$ cat src/rtl/byte_mem_arbiter_if.sv
// Request/response and byte-memory signals shared by the fetch path, the
// load/store path, the arbiter and the byte-wide memory.
interface byte_mem_arbiter_if #(
  parameter int unsigned ADDR_W = 32
);
  logic              i_req;
  logic [ADDR_W-1:0] i_addr;
  logic              i_ack;
  logic [31:0]       i_rdata;
  logic              d_req;
  logic              d_we;
  logic [ADDR_W-1:0] d_addr;
  logic [31:0]       d_wdata;
  logic              d_ack;
  logic [31:0]       d_rdata;
  logic              busy;
  logic [ADDR_W-1:0] mem_addr;
  logic [7:0]        mem_rdata;
  logic              mem_we;
  logic [7:0]        mem_wdata;

  // Requesters and memory together form the master side.
  modport master (
    output i_req, i_addr, d_req, d_we, d_addr, d_wdata, mem_rdata,
    input  i_ack, i_rdata, d_ack, d_rdata, busy, mem_addr, mem_we, mem_wdata
  );

  modport slave (
    input  i_req, i_addr, d_req, d_we, d_addr, d_wdata, mem_rdata,
    output i_ack, i_rdata, d_ack, d_rdata, busy, mem_addr, mem_we, mem_wdata
  );
endinterface

$ cat src/rtl/byte_mem_arbiter.sv
// Round-robin arbiter sharing one big-endian byte memory port between fetch
// and load/store; each grant runs four byte beats and then acks the owner.
module byte_mem_arbiter #(
  parameter int unsigned ADDR_W = 32
) (
  input logic             clk,
  input logic             rst_n,
  byte_mem_arbiter_if.slave bus
);
  localparam int unsigned CNT_W  = 2;
  localparam int unsigned WORD_W = 32;
  localparam int unsigned SHD_W  = 24;

  typedef enum logic [1:0] {ST_IDLE, ST_BEAT, ST_DONE} state_t;

  state_t              state_q, state_d;
  logic [CNT_W-1:0]    cnt_q, cnt_d;
  logic [ADDR_W-1:0]   base_q, base_d;
  logic                owner_q, owner_d;   // 1 = load/store path
  logic                last_q, last_d;     // 1 = load/store path granted last
  logic                we_q, we_d;
  logic [WORD_W-1:0]   wdata_q, wdata_d;
  logic [SHD_W-1:0]    shadow_q, shadow_d; // lanes 0..2; lane 3 comes straight off mem_rdata
  logic                gnt_d;

  logic                i_ack_q, i_ack_d;
  logic                d_ack_q, d_ack_d;
  logic [WORD_W-1:0]   i_rdata_q, i_rdata_d;
  logic [WORD_W-1:0]   d_rdata_q, d_rdata_d;
  logic                busy_q, busy_d;
  logic [ADDR_W-1:0]   mem_addr_q, mem_addr_d;
  logic                mem_we_q, mem_we_d;
  logic [7:0]          mem_wdata_q, mem_wdata_d;

  // Next-state and next-output logic; memory outputs are precomputed one beat ahead.
  always_comb begin
    state_d     = state_q;
    cnt_d       = cnt_q;
    base_d      = base_q;
    owner_d     = owner_q;
    last_d      = last_q;
    we_d        = we_q;
    wdata_d     = wdata_q;
    shadow_d    = shadow_q;
    gnt_d       = 1'b0;
    i_ack_d     = 1'b0;
    d_ack_d     = 1'b0;
    i_rdata_d   = i_rdata_q;
    d_rdata_d   = d_rdata_q;
    mem_addr_d  = '0;
    mem_we_d    = 1'b0;
    mem_wdata_d = '0;

    unique case (state_q)
      ST_IDLE: begin
        if (bus.i_req || bus.d_req) begin
          // On a conflict the path that was not granted last wins.
          gnt_d       = bus.d_req && (!bus.i_req || !last_q);
          owner_d     = gnt_d;
          last_d      = gnt_d;
          base_d      = gnt_d ? bus.d_addr : bus.i_addr;
          we_d        = gnt_d && bus.d_we;
          wdata_d     = bus.d_wdata;
          cnt_d       = '0;
          state_d     = ST_BEAT;
          mem_addr_d  = base_d;
          mem_we_d    = we_d;
          mem_wdata_d = wdata_d[31:24];
        end
      end
      ST_BEAT: begin
        unique case (cnt_q)
          2'd0:    shadow_d[23:16] = bus.mem_rdata;
          2'd1:    shadow_d[15:8]  = bus.mem_rdata;
          2'd2:    shadow_d[7:0]   = bus.mem_rdata;
          default: shadow_d        = shadow_q;
        endcase
        if (cnt_q == CNT_W'(3)) begin
          state_d = ST_DONE;
          i_ack_d = !owner_q;
          d_ack_d = owner_q;
          if (!we_q) begin
            if (owner_q) d_rdata_d = {shadow_q, bus.mem_rdata};
            else         i_rdata_d = {shadow_q, bus.mem_rdata};
          end
        end else begin
          cnt_d      = cnt_q + CNT_W'(1);
          mem_addr_d = base_q + ADDR_W'(cnt_d);
          mem_we_d   = we_q;
          unique case (cnt_d)
            2'd1:    mem_wdata_d = wdata_q[23:16];
            2'd2:    mem_wdata_d = wdata_q[15:8];
            default: mem_wdata_d = wdata_q[7:0];
          endcase
        end
      end
      ST_DONE: state_d = ST_IDLE;
      default: state_d = ST_IDLE;
    endcase

    busy_d = (state_d != ST_IDLE);
  end

  always_ff @(posedge clk or negedge rst_n) begin
    if (!rst_n) begin
      state_q     <= ST_IDLE;
      cnt_q       <= '0;
      base_q      <= '0;
      owner_q     <= 1'b0;
      last_q      <= 1'b1;
      we_q        <= 1'b0;
      wdata_q     <= '0;
      shadow_q    <= '0;
      i_ack_q     <= 1'b0;
      d_ack_q     <= 1'b0;
      i_rdata_q   <= '0;
      d_rdata_q   <= '0;
      busy_q      <= 1'b0;
      mem_addr_q  <= '0;
      mem_we_q    <= 1'b0;
      mem_wdata_q <= '0;
    end else begin
      state_q     <= state_d;
      cnt_q       <= cnt_d;
      base_q      <= base_d;
      owner_q     <= owner_d;
      last_q      <= last_d;
      we_q        <= we_d;
      wdata_q     <= wdata_d;
      shadow_q    <= shadow_d;
      i_ack_q     <= i_ack_d;
      d_ack_q     <= d_ack_d;
      i_rdata_q   <= i_rdata_d;
      d_rdata_q   <= d_rdata_d;
      busy_q      <= busy_d;
      mem_addr_q  <= mem_addr_d;
      mem_we_q    <= mem_we_d;
      mem_wdata_q <= mem_wdata_d;
    end
  end

  assign bus.i_ack     = i_ack_q;
  assign bus.d_ack     = d_ack_q;
  assign bus.i_rdata   = i_rdata_q;
  assign bus.d_rdata   = d_rdata_q;
  assign bus.busy      = busy_q;
  assign bus.mem_addr  = mem_addr_q;
  assign bus.mem_we    = mem_we_q;
  assign bus.mem_wdata = mem_wdata_q;
endmodule

$ cat src/flat_wrapper.sv
// flat-port wrapper written by rule: the top's interface ports become plain ports
module byte_mem_arbiter_flat 
#(
  parameter int unsigned ADDR_W = 32
)
  (clk, rst_n, bus_i_req, bus_i_addr, bus_d_req, bus_d_we, bus_d_addr, bus_d_wdata, bus_mem_rdata, bus_i_ack, bus_i_rdata, bus_d_ack, bus_d_rdata, bus_busy, bus_mem_addr, bus_mem_we, bus_mem_wdata);
  byte_mem_arbiter_if #(.ADDR_W(ADDR_W)) bus_i ();
  input logic clk;
  input logic rst_n;
  input wire logic [$bits(bus_i.i_req)-1:0] bus_i_req;
  input wire logic [$bits(bus_i.i_addr)-1:0] bus_i_addr;
  input wire logic [$bits(bus_i.d_req)-1:0] bus_d_req;
  input wire logic [$bits(bus_i.d_we)-1:0] bus_d_we;
  input wire logic [$bits(bus_i.d_addr)-1:0] bus_d_addr;
  input wire logic [$bits(bus_i.d_wdata)-1:0] bus_d_wdata;
  input wire logic [$bits(bus_i.mem_rdata)-1:0] bus_mem_rdata;
  output wire logic [$bits(bus_i.i_ack)-1:0] bus_i_ack;
  output wire logic [$bits(bus_i.i_rdata)-1:0] bus_i_rdata;
  output wire logic [$bits(bus_i.d_ack)-1:0] bus_d_ack;
  output wire logic [$bits(bus_i.d_rdata)-1:0] bus_d_rdata;
  output wire logic [$bits(bus_i.busy)-1:0] bus_busy;
  output wire logic [$bits(bus_i.mem_addr)-1:0] bus_mem_addr;
  output wire logic [$bits(bus_i.mem_we)-1:0] bus_mem_we;
  output wire logic [$bits(bus_i.mem_wdata)-1:0] bus_mem_wdata;
  assign bus_i.i_req = bus_i_req;
  assign bus_i.i_addr = bus_i_addr;
  assign bus_i.d_req = bus_d_req;
  assign bus_i.d_we = bus_d_we;
  assign bus_i.d_addr = bus_d_addr;
  assign bus_i.d_wdata = bus_d_wdata;
  assign bus_i.mem_rdata = bus_mem_rdata;
  assign bus_i_ack = bus_i.i_ack;
  assign bus_i_rdata = bus_i.i_rdata;
  assign bus_d_ack = bus_i.d_ack;
  assign bus_d_rdata = bus_i.d_rdata;
  assign bus_busy = bus_i.busy;
  assign bus_mem_addr = bus_i.mem_addr;
  assign bus_mem_we = bus_i.mem_we;
  assign bus_mem_wdata = bus_i.mem_wdata;
  byte_mem_arbiter #(.ADDR_W(ADDR_W)) u_core (.clk(clk), .rst_n(rst_n), .bus(bus_i));
endmodule
$ cat config.mk
export PLATFORM = sky130hd
export DESIGN_NAME = byte_mem_arbiter_flat
export DESIGN_NICKNAME = d
export VERILOG_FILES = /design/src/rtl/byte_mem_arbiter_if.sv /design/src/rtl/byte_mem_arbiter.sv /design/src/flat_wrapper.sv
export SDC_FILE = /design/constraint.sdc
export NUM_CORES = 1
export LEC_CHECK = 0
export CORE_MARGIN = 5
export CORE_UTILIZATION = 49
export DETAILED_ROUTE_END_ITERATION = 10
export PLACE_DENSITY = 0.8
export SLEW_MARGIN = 15
export SYNTH_ARGS = -nofsm -noshare
export SYNTH_HDL_FRONTEND = slang
export SYNTH_SLANG_ARGS = --single-unit
$ cat constraint.sdc
create_clock -name clk -period 3.3 [get_ports clk]
set_clock_uncertainty 0.05 [all_clocks]
set_input_delay 0.825 -clock clk [delete_from_list [all_inputs] [get_ports clk]]
set_output_delay 0.825 -clock clk [all_outputs]
set_load 0.02 [all_outputs]
After elaboration in Yosys (flattened, before gate mapping)
Cells that the tools add are included.
{ "classes": {"bitwise": 2, "mux": 21, "n_eq_ne": 8, "add_sub_neg": 2, "n_reduce_logical": 18} }
{ "op_table": {"columns": ["op", "n"], "rows": [
  ["$mux W32", 3],
  ["$pmux W32 S2", 1],
  ["$add A32 B2 Y32", 1],
  ["$pmux W8 S2", 2],
  ["$mux W8", 2],
  ["$mux W2", 4],
  ["$pmux W2 S2", 2],
  ["$reduce_and A2 Y1", 4],
  ["$reduce_and A4 Y1", 2],
  ["$eq A2 B1 Y1 const B", 3],
  ["$eq A2 B2 Y1 const B", 3],
  ["$mux W1", 6],
  ["$logic_not A2 Y1", 2],
  ["$reduce_bool A2 Y1", 2],
  ["$logic_not A1 Y1", 3],
  ["$reduce_and A3 Y1", 1],
  ["$add A2 B1 Y2 const B", 1],
  ["$logic_and A1 B1 Y1", 2],
  ["$logic_or A1 B1 Y1", 2],
  ["$ne A2 B1 Y1 const B", 1],
  ["$ne A2 B2 Y1 const B", 1],
  ["$not A1 Y1", 2],
  ["$pmux W1 S2", 1]
]} }
{ "word_totals": {"wordCells": 69, "regBits": 195} }

Longest topological paths before layout
{ "logic_depth": {"ltp_word": 6, "depth_mapped": 9} }

Least setup slack after synthesis
Ideal clock, no wire load.
{ "synth_timing": {"path_kind": "reg-to-reg", "start": "register u_core.cnt_q[0]", "end": "register u_core.mem_addr_q[20], in the netlist u_core.bus.mem_addr[20]", "arrival_ps": 2667, "required_ps": 3119, "n_path_buf": 1, "setup_time_ps": 131, "path_slack_ps": 452, "stages_incl_launch_ff": 10, "cell_sequence": "dfrtp_1 -> inv_1 -> ha_1 -> inv_1 -> fa_1 -> nand4b_2 -> or4_1 -> buf_2 -> o211a_1 -> or3_1"} }
{ "synth_between": {"elab_chain_len": 4, "word_cells_on_any_way": 5, "cone_classes": "2 x add/sub; 1 x eq/ne; 2 x mux"} }
{ "synth_rtl": {"columns": ["element", "line_no", "rtl"], "rows": [
  ["start, declared", "byte_mem_arbiter.sv:17", "logic [CNT_W-1:0] cnt_q, cnt_d;"],
  ["start signal, assigned", "byte_mem_arbiter.sv:124", "cnt_q <= cnt_d;"],
  ["$add A2 B1 Y2", "byte_mem_arbiter.sv:87", "cnt_d = cnt_q + CNT_W'(1);"],
  ["$add A32 B2 Y32", "byte_mem_arbiter.sv:88", "mem_addr_d = base_q + ADDR_W'(cnt_d);"],
  ["$mux W32 *", "byte_mem_arbiter.sv:78", "if (cnt_q == CNT_W'(3)) begin"],
  ["$pmux W32 S2 *", "byte_mem_arbiter.sv:54", "unique case (state_q)"],
  ["named net u_core.mem_addr_d[20]", "byte_mem_arbiter.sv:31", "logic [ADDR_W-1:0] mem_addr_q, mem_addr_d;"],
  ["end signal, assigned", "byte_mem_arbiter.sv:136", "mem_addr_q <= mem_addr_d;"],
  ["end, declared", "byte_mem_arbiter.sv:31", null]
]} }
The timed path passes the listed nets; every way through them passes the cells marked *.
A chain may end at the register's enable or synchronous reset.

Final worst setup path
Same ends and word-level chain as after synthesis.

==> out/results.ini <==
[synthesis]
synthSimpleGateAreaFrac_pct=13.0
synth_nets=851
synth_seq_cells=195
netlist.area_leader.share_pct=57.5
synthArstFlopShare_pct=100
synth-xor-area-share_pct=1.14
synth_largest_area_cell=dfrtp_1
synth.avg_cell_area_um2=11.5
synth_mux_area_share_pct=15.6
synthFlopType=dfrtp_1
postSynthCellCount=734
seq_area_frac_synth_pct=57.8
synth_edf_count=0
synth_compound_area_share_pct=8.78
synthTopCellsByArea=dfrtp_1, mux2_2, nand2_1
netlist_top_cells_count=dfrtp_1, nand2_1, mux2_2
synth_most_common_cell=dfrtp_1
syn_area_um2=8450
synth_top_family_by_area=multiplexers
yosys.cell_types.count=55
synth_fa_ha_area_share_pct=1.27
yosys_warnings=0

[sta]
max_freq_mhz=321
period_share_pct=94.4
final_critical_path_setup_slack_ns=0.184
fin_hold_ws_ns=0.365
hold_viol_final=0
min_period_ns=3.12
setup_viol=0
maxSlewViolCount=0
worst_pin_slew_ns=0.920
maxSlewHeadroom_pct=38.1
rsz0062_at_grt=false
finalSetupTns_ns=0

[detailed_routing]
drc=0
wl_per_cell_um=17.9
avgViaCountPerCell=5.45
first_iter_violations=404
drt_first_pass_iters=5
ant_nets=0
vias=6482
wl_um=21300

[cells_and_area]
post-route-util_pct=67.7
fin_nets=1068
fill_cells=1281
area_growth_pct=37.1
n_antenna_cell=0
drive_above_1_share_pct=16.4

[clock_tree]
cts_tree=yes
htreeDepth=4
post_cts_buffers=0
cts_resized=0
cts_sinks=195
cts_buffer_depth=2
path_clk_slew_ns=0.08
holdBufCountCts=0
insertion_delay_ns=0.43
numCtsBuffers=17
clock-root-buffer=clkbuf_16

[global_routing]
grt_max_degree=82
grt_pass1_vias=6662
track_usage_pct=21.7
grt_pass1_wl_um=34500
overflow=0
antenna_found_initial=0

[critical_path]
reg2reg_to=u_core.bus.mem_addr[20]
arrival_ns=3.37
ff2ff_setup_slack_ns=0.18
worstReg2RegStart=u_core.cnt_q[0]
crit_required_ns=3.56
endpoint_kind=register
cp-start-kind=register
critical_path_class=register to register
r2r_cells=8
worstPathMaxFanout=7

[die]
core_area_um2=17100
boundaryPins=217
die_y_um=141
dieArea_um2=20000
die_w_um=141
rows=48
start_util_pct=49.4

[power]
powerDensity_nw_per_um2=1020
peakVddDrop_mv=0.520
p_leak_nw=5.12

[place]
gp_congestion=0.845
io_buffers=216
post-place-ws_ns=0.209
dp_hpwl_um=15500

[hold_path]
hold_class=primary input to asynchronous set/reset pin

[flow_run]
maxCapViolCount=0

[run_status]
status=completed

==> layout make-up <==
type | count | area, µm² | share of cell area [%]
repair buffers | 237 | 2370 | 20.5
clock buffers | 17 | 425 | 3.67
flip-flops and latches | 195 | 4880 | 42.2
multi-input cells | 489 | 3400 | 29.3
inverters | 11 | 41.3 | 0.357
well taps | 225 | 282 | 2.43
clock inverters | 15 | 179 | 1.55
==> per-layer routing <==
| metal | track usage (%) | vias up | part of all wire (%) | wire length (µm) |
|---|---|---|---|---|
| met3 | 3.91 | 26 | 6.7 | 1430 |
| met5 | 0 | - | 0 | 0 |
| li1 | - | 3015 | - | - |
| met2 | 35.7 | 244 | 49 | 10400 |
| met4 | 6.17 | 0 | 1.5 | 319 |
| met1 | 29.7 | 3197 | 43 | 9140 |
==> metrics by stage <==
step | instance area (µm²) | power (mW) | instances
6_report | 11600 | 11.8 | 1189
5_1_grt | 11600 | 12.6 | 1189
4_1_cts | 11600 | 11.9 | 1189
3_5_place_dp | 11000 | 9.79 | 1157
3_3_place_gp | 11000 | 9.62 | 1157
2_1_floorplan | 8450 | 7.38 | 734
==> worst max path at each step <==
| stage | cells after the start | slack, ns | startpoint | endpoint |
|---|---|---|---|---|
| floorplan | 9 | 0.45 | u_core.cnt_q[0] | u_core.bus.mem_addr[20] |
| global placement | 8 | 0.31 | u_core.cnt_q[0] | u_core.bus.mem_addr[20] |
| detailed placement | 8 | 0.21 | u_core.cnt_q[0] | u_core.bus.mem_addr[20] |
| CTS | 8 | 0.18 | u_core.cnt_q[0] | u_core.bus.mem_addr[20] |
| global route | 8 | 0.04 | u_core.cnt_q[0] | u_core.bus.mem_addr[20] |
| finish | 8 | 0.18 | u_core.cnt_q[0] | u_core.bus.mem_addr[20] |
==> kinds of logic after synthesis <==
logic type / after synthesis
fa+ha+maj: 8
xor+xnor: 11
mux: 120
compound gates: 110
buf+inv: 50
simple gates: 240
flops: 195
==> critical path, stage by stage, from the launching register on <==
cell and delay [ns]:
dfrtp_1 0.37, inv_1 0.12, ha_1 0.33, inv_1 0.07, fa_1 0.45, nand4b_2 0.35, or4_1 0.66, o211a_1 0.27
or3_1 0.35
==> layout by cell type, fill, tap and decap left out, types with 8 or more instances in the layout <==
cell type        instances
nor3_1                   9
clkbuf_16               17
dfrtp_1                194
a21o_1                  13
clkdlybuf4s50_1        215
o21ai_0                 29
o22ai_1                 13
nor4_1                   8
a22o_1                   9
mux2_2                  89
buf_4                   17
mux2i_1                 29
nand2_1                133
inv_1                   11
nand3_1                 17
a21oi_1                 15
nor2_1                  34
==> registers in the layout, summed over array words and instances, names as in the netlist <==
signal and count:
u_core.base_q 32, u_core.bus.busy 1, u_core.bus.d_ack 1, u_core.bus.d_rdata 32, u_core.bus.i_ack 1, u_core.bus.i_rdata 32, u_core.bus.mem_addr 32, u_core.bus.mem_wdata 8
u_core.bus.mem_we 1, u_core.cnt_q 2, u_core.last_q 1, u_core.owner_q 1, u_core.shadow_q 24, u_core.state_q 2, u_core.wdata_q 24, u_core.we_q 1
==> power by group <==
part           switching [mW]  internal, mW  leakage (nW)  total [mW]
registers               0.821          3.57          2.39        4.39
logic                    2.74          2.60          2.44        5.34
clock network           0.976          1.09         0.294        2.07
total                    4.54          7.27          5.12        11.8
(Power assumes the default switching activity.)
